==> src/rtl/tnn_vote_accumulator.sv <==
// Serial vote accumulator: counts per-class neuron votes and reports the winning class and score per sample.
// Optional feature: define TNN_VOTE_MARGIN_EN to track the second-best count and emit out_margin.
module tnn_vote_accumulator #(
    parameter int NUM_CLASSES = 7,
    parameter int VOTES       = 15,
    parameter int CLS_W       = 3,
    parameter int CNT_W       = 4
) (
    input  logic             clk,
    input  logic             rst_n,
    input  logic             in_valid,
    output logic             in_ready,
    input  logic             in_bit,
    input  logic             in_last,
    output logic             out_valid,
    input  logic             out_ready,
    output logic [CLS_W-1:0] out_class,
    output logic [CNT_W-1:0] out_score,
    output logic             err
`ifdef TNN_VOTE_MARGIN_EN
    ,
    output logic [CNT_W-1:0] out_margin
`endif
);

    localparam int VID_W = (VOTES > 1) ? $clog2(VOTES) : 1;

    typedef enum logic [1:0] {
        ST_INIT = 2'd0,
        ST_ACC  = 2'd1,
        ST_OUT  = 2'd2
    } state_t;

    state_t             state_q, state_d;
    logic [VID_W-1:0]   vote_idx_q, vote_idx_d;
    logic [CLS_W-1:0]   class_idx_q, class_idx_d;
    logic [CNT_W-1:0]   cur_cnt_q, cur_cnt_d;
    logic [CNT_W-1:0]   best_cnt_q, best_cnt_d;
    logic [CLS_W-1:0]   best_cls_q, best_cls_d;
    logic [CLS_W-1:0]   out_class_q, out_class_d;
    logic [CNT_W-1:0]   out_score_q, out_score_d;
    logic               in_ready_q, in_ready_d;
    logic               out_valid_q, out_valid_d;
    logic               err_q, err_d;

    logic [CNT_W-1:0]   done_cnt_s;
    logic               last_vote_s;
    logic               final_s;
    logic               take_s;
    logic [CNT_W-1:0]   nxt_best_cnt_s;
    logic [CLS_W-1:0]   nxt_best_cls_s;

`ifdef TNN_VOTE_MARGIN_EN
    logic [CNT_W-1:0]   second_cnt_q, second_cnt_d;
    logic [CNT_W-1:0]   out_margin_q, out_margin_d;
    logic [CNT_W-1:0]   nxt_second_s;
`endif

    // Per-beat datapath: completed class count and the best tracking it would produce.
    always_comb begin
        done_cnt_s  = cur_cnt_q + {{(CNT_W-1){1'b0}}, in_bit};
        last_vote_s = (vote_idx_q == VID_W'(VOTES - 1));
        final_s     = last_vote_s && (class_idx_q == CLS_W'(NUM_CLASSES - 1));
        // Class 0 always seeds the best; later classes need a strict win so ties keep the lower index.
        take_s      = (class_idx_q == {CLS_W{1'b0}}) || (done_cnt_s > best_cnt_q);
        if (take_s) begin
            nxt_best_cnt_s = done_cnt_s;
            nxt_best_cls_s = class_idx_q;
        end else begin
            nxt_best_cnt_s = best_cnt_q;
            nxt_best_cls_s = best_cls_q;
        end
`ifdef TNN_VOTE_MARGIN_EN
        if (class_idx_q == {CLS_W{1'b0}}) begin
            nxt_second_s = {CNT_W{1'b0}};
        end else if (take_s) begin
            nxt_second_s = best_cnt_q;
        end else if (done_cnt_s > second_cnt_q) begin
            nxt_second_s = done_cnt_s;
        end else begin
            nxt_second_s = second_cnt_q;
        end
`endif
    end

    // Next-state and register-input logic for the INIT/ACC/OUT controller.
    always_comb begin
        state_d     = state_q;
        vote_idx_d  = vote_idx_q;
        class_idx_d = class_idx_q;
        cur_cnt_d   = cur_cnt_q;
        best_cnt_d  = best_cnt_q;
        best_cls_d  = best_cls_q;
        out_class_d = out_class_q;
        out_score_d = out_score_q;
        err_d       = err_q;
`ifdef TNN_VOTE_MARGIN_EN
        second_cnt_d = second_cnt_q;
        out_margin_d = out_margin_q;
`endif
        case (state_q)
            ST_INIT: begin
                state_d = ST_ACC;
            end
            ST_ACC: begin
                if (in_valid && in_ready_q) begin
                    if (in_last && !final_s) begin
                        // Framing error: drop the partial sample and stay collecting.
                        vote_idx_d  = {VID_W{1'b0}};
                        class_idx_d = {CLS_W{1'b0}};
                        cur_cnt_d   = {CNT_W{1'b0}};
                        best_cnt_d  = {CNT_W{1'b0}};
                        best_cls_d  = {CLS_W{1'b0}};
`ifdef TNN_VOTE_MARGIN_EN
                        second_cnt_d = {CNT_W{1'b0}};
`endif
                        err_d       = 1'b1;
                    end else if (final_s) begin
                        out_class_d = nxt_best_cls_s;
                        out_score_d = nxt_best_cnt_s;
`ifdef TNN_VOTE_MARGIN_EN
                        out_margin_d = nxt_best_cnt_s - nxt_second_s;
                        second_cnt_d = {CNT_W{1'b0}};
`endif
                        vote_idx_d  = {VID_W{1'b0}};
                        class_idx_d = {CLS_W{1'b0}};
                        cur_cnt_d   = {CNT_W{1'b0}};
                        best_cnt_d  = {CNT_W{1'b0}};
                        best_cls_d  = {CLS_W{1'b0}};
                        err_d       = err_q | ~in_last;
                        state_d     = ST_OUT;
                    end else if (last_vote_s) begin
                        best_cnt_d  = nxt_best_cnt_s;
                        best_cls_d  = nxt_best_cls_s;
`ifdef TNN_VOTE_MARGIN_EN
                        second_cnt_d = nxt_second_s;
`endif
                        vote_idx_d  = {VID_W{1'b0}};
                        cur_cnt_d   = {CNT_W{1'b0}};
                        class_idx_d = class_idx_q + {{(CLS_W-1){1'b0}}, 1'b1};
                    end else begin
                        cur_cnt_d   = done_cnt_s;
                        vote_idx_d  = vote_idx_q + {{(VID_W-1){1'b0}}, 1'b1};
                    end
                end else begin
                    state_d = ST_ACC;
                end
            end
            ST_OUT: begin
                if (out_ready) begin
                    state_d = ST_ACC;
                end else begin
                    state_d = ST_OUT;
                end
            end
            default: begin
                state_d = ST_INIT;
            end
        endcase
        in_ready_d  = (state_d == ST_ACC);
        out_valid_d = (state_d == ST_OUT);
    end

    // State and output registers; reset discards any partial sample.
    always_ff @(posedge clk or negedge rst_n) begin
        if (!rst_n) begin
            state_q     <= ST_INIT;
            vote_idx_q  <= {VID_W{1'b0}};
            class_idx_q <= {CLS_W{1'b0}};
            cur_cnt_q   <= {CNT_W{1'b0}};
            best_cnt_q  <= {CNT_W{1'b0}};
            best_cls_q  <= {CLS_W{1'b0}};
            out_class_q <= {CLS_W{1'b0}};
            out_score_q <= {CNT_W{1'b0}};
            in_ready_q  <= 1'b0;
            out_valid_q <= 1'b0;
            err_q       <= 1'b0;
`ifdef TNN_VOTE_MARGIN_EN
            second_cnt_q <= {CNT_W{1'b0}};
            out_margin_q <= {CNT_W{1'b0}};
`endif
        end else begin
            state_q     <= state_d;
            vote_idx_q  <= vote_idx_d;
            class_idx_q <= class_idx_d;
            cur_cnt_q   <= cur_cnt_d;
            best_cnt_q  <= best_cnt_d;
            best_cls_q  <= best_cls_d;
            out_class_q <= out_class_d;
            out_score_q <= out_score_d;
            in_ready_q  <= in_ready_d;
            out_valid_q <= out_valid_d;
            err_q       <= err_d;
`ifdef TNN_VOTE_MARGIN_EN
            second_cnt_q <= second_cnt_d;
            out_margin_q <= out_margin_d;
`endif
        end
    end

    assign in_ready  = in_ready_q;
    assign out_valid = out_valid_q;
    assign out_class = out_class_q;
    assign out_score = out_score_q;
    assign err       = err_q;
`ifdef TNN_VOTE_MARGIN_EN
    assign out_margin = out_margin_q;
`endif

endmodule

==> config.mk <==
export PLATFORM = sky130hd
export DESIGN_NAME = tnn_vote_accumulator
export DESIGN_NICKNAME = d
export VERILOG_FILES = /design/src/rtl/tnn_vote_accumulator.sv
export SDC_FILE = /design/constraint.sdc
export NUM_CORES = 1
export LEC_CHECK = 0
export BUFFER_PORTS_ARGS = -buffer_cell sky130_fd_sc_hd__buf_2
export CORE_ASPECT_RATIO = 0.9
export CORE_UTILIZATION = 58
export DETAILED_ROUTE_END_ITERATION = 10
export GPL_ROUTABILITY_DRIVEN = 0
export PLACE_DENSITY = 0.89
export SLEW_MARGIN = 30
export SYNTH_ARGS = -nofsm -noshare
export SYNTH_HDL_FRONTEND = slang
export SYNTH_SLANG_ARGS = --single-unit
export TNS_END_PERCENT = 1
==> constraint.sdc <==
create_clock -name clk -period 5.7 [get_ports clk]
set_input_delay 0.57 -clock clk [delete_from_list [all_inputs] [get_ports clk]]
set_output_delay 0.57 -clock clk [all_outputs]
set_load 0.005 [all_outputs]
==> results by group <==
Critical path
  • CP max stage delay: about 380 ps
  • R2R setup slack: between 3000 and 4000 ps
  • Reg2Reg Depth: 9
  • Most common cell type on the critical path: ha_1
  • Worst Path Arrival: 2910 ps
  • CP Launch Type: flop
  • Reg2Reg Capture Point: best_cls_q[1]
  • RR Startpoint: cur_cnt_q[0]
  • Worst path cell trace: ha_1, nand3_1, xnor2_1, ha_1, nand4_1, o2111ai_1, o211ai_4, nor3b_4, a22o_2
  • Worst endpoint required time: 5980 ps
  • CP max FO: 8
  • Critical-path top delay cell: dfrtp_1
  • Setup CP Type: flop to flop
  • Endpoint type of the worst setup path: flop

Yosys
  • Syn_nets: 161
  • Post-synth EDFFs: 0
  • Yosys warning count: 0
  • Ys flop type: dfrtp_1
  • Fraction of registers with async set or reset after synthesis: 100.0%
  • FF+latch count, synth: 30
  • Syn avg cell area: 10.98 um^2
  • Netlist cell types: 43
  • Sequential fraction of the synthesis area: 47.47%
  • Synth Cell Area: 1582 um^2
  • Post-Synthesis Cells: 144

Die
  • Initial Utilization: 63.01%
  • DIE AREA: ~3000 um^2
  • Die Ht: around 52 um
  • Core ar.: between 2000 and 3000 um^2
  • Die Wd: 57.04 um
  • Row count: 17
  • Top-level I/O count: 16

GRT
  • First-pass GRT wire length: 5395 um
  • Largest net degree at the start of global routing: 31
  • GRT Resource Usage Total: 25.90%
  • Grt total ovfl: 0
  • Initial antenna violation count: 0
  • Vias in the first global route: 1132

Place
  • Post-place instance area: approximately 1700 um^2
  • Port Buf Inserts: 15
  • Hpwl dp: 2336 um

Clock network
  • CTS tree: yes
  • Clk_lat worst skew: 340 ps
  • Post-CTS setup buffer count: 0
  • Post-cts sizing count: 0
  • Clk sinks: 30
  • Worst-path clk slew: 90 ps
  • Total CTS buffers: 5
  • CTS H-tree depth: 2
  • Maximum clock path buffer count: 2
  • Root Buffer: clkbuf_4
  • # hold bufs at CTS: 0

Routing
  • DR vias: between 1000 and 1500
  • Residual DRC count: 2
  • Detailed-route wire length per cell: 16.56 um
  • Post-DRT Antenna Nets: 0
  • Vias per cell: a little over 6
  • DR pass1 iterations: 7
  • DRT iter0 DRCs: a little over 60
  • Final Routed Wirelength: 3180 um

Outcome
  • Failing checks: design-rule violations
  • Status: finished with violations

STA
  • Fin. Hold Viols: 0
  • Setup total negative slack: 0 ps
  • Max-slew violation count: 0
  • Fmax: approximately 0.38 GHz
  • # setup viols final: 0
  • Final Cycle Share: between 40% and 50%
  • Slew margin rel.: 56.66%
  • Unrepaired setup endpoints after global routing: false
  • Fin crit period: 2626 ps
  • Worst Tran Pin Value: 650.1 ps
  • Clk_skew: 8.648 ps

Final layout
  • FF/Latch Area: about 750 um^2
  • Ant diodes: 0
  • Share of cells above drive strength 1: 25.61%
  • Synthesis-to-finish area growth: 9.494%
  • Nets: 180
  • Design area: 1732 um^2
  • FILL cells: about 200
  • Multi-input gate area: 780.7 um^2

Worst hold path
  • Hold crit path type: input port to asynchronous set/reset pin

Power and ir drop
  • IR drop worst, VDD: 0.1619 mV
  • Leakage: between 0.8 and 0.9 nW
  • Power Density: 292.2 nW/um^2
  • Total power: slightly above 0.0005 W

Flow run
  • Max-Cap Viols: 0
## worst max path at each step
stage	from	cells past startpoint	end	slack, ps
finish	cur_cnt_q[0]	9	best_cls_q[1]	3070
global route	cur_cnt_q[0]	9	best_cnt_q[0]	2910
CTS	cur_cnt_q[0]	8	best_cls_q[1]	3110
detailed placement	in_bit	9	best_cls_q[1]	2840
global placement	in_bit	9	best_cnt_q[3]	2950
floorplan	in_bit	8	best_cls_q[0]	3160
## logic make-up (layout without fill, tap and decap cells)
logic type                 Yosys count  count (layout)  synth area share (%)
AOI/OAI and AO/OA                   44              44                 19.94
xor gates and xnor gates             3               3                 1.662
adders and majority gates           11              11                 8.702
buffers and inverters               11              31                 3.164
DFF                                 30              30                 47.47
muxes                                8               8                 5.222
and+or+nand+nor                     37              37                 13.84
## metal layers
layer | GRT usage (%) | part of all wire (%)
met5 | 0 | 0
met4 | 15.45 | 2.8
met3 | 5.970 | 4.2
met2 | 39.41 | 46
met1 | 34.05 | 47
## power by group
group	switching, W	total, W	internal (W)
Combinational	0.0000697	0.000130	0.0000603
Clock	0.0000730	0.000133	0.0000596
Sequential	0.0000159	0.000243	0.000227
Total	0.000159	0.000506	0.000347
## Yosys cell counts (2+ instances only)
library cell	number	share of area [%]
inv_1	8	1.9
a21boi_0	2	0.95
a22o_1	2	1.1
nand4_1	2	0.79
nor2_1	9	2.1
a31o_2	2	1.1
xor2_1	2	1.1
o21ai_0	13	4.1
ha_1	11	8.7
nand2_1	12	2.8
o31ai_1	2	0.95
dfrtp_1	30	47
mux2i_1	6	3.8
mux2_2	2	1.4
a22o_2	6	3.8
a21oi_1	8	2.5
## placed cells by master, fill, tap and decap left out, types with 2 or more instances in the layout
| cell | instances |
|---|---|
| mux2i_1 | 6 |
| o31ai_1 | 2 |
| a31o_2 | 2 |
| a22o_2 | 6 |
| a21boi_0 | 2 |
| a21oi_1 | 8 |
| o21ai_0 | 13 |
| dfrtp_1 | 30 |
| inv_1 | 8 |
| xor2_1 | 2 |
| nor2_1 | 9 |
| nand2_1 | 12 |
| ha_1 | 11 |
| a22o_1 | 2 |
| mux2_2 | 2 |
| buf_2 | 15 |
| clkbuf_4 | 5 |
| nand4_1 | 2 |
## cell type report
class / instances / area share, %
clock buffers: 7 / 3.179
clock inverters: 1 / 0.2890
inverters: 8 / 1.734
multi-input cells: 103 / 45.09
flip-flops and latches: 30 / 43.35
well taps: 28 / 2.023
repair buffers: 15 / 4.335
## state kept, by name, summed over array words and instances (netlist names)
name         flops
state_q          2
best_cnt_q       4
out_score        4
class_idx_q      3
cur_cnt_q        4
err              1
in_ready         1
out_class        3
best_cls_q       3
vote_idx_q       4
out_valid        1
## through the flow
stage	instances	setup slack, ps	util, %	hold WS (ps)
3_5_place_dp	184	2843	66.60	442.7
2_1_floorplan	144	3165	-	274.4
4_1_cts	192	3114	68.99	270.5
5_1_grt	192	2912	68.99	304.5
6_report	192	3074	68.99	241.9
3_3_place_gp	184	2954	66.60	436.5
## critical path, delay by kind of cell (launching register included)
kind	cells	cell delay (ps)
compound gates	3	640
xor+xnor	1	360
fa+ha+maj	2	560
flops	1	380
simple gates	3	620
Note: power is estimated with default switching activity, not from simulation.
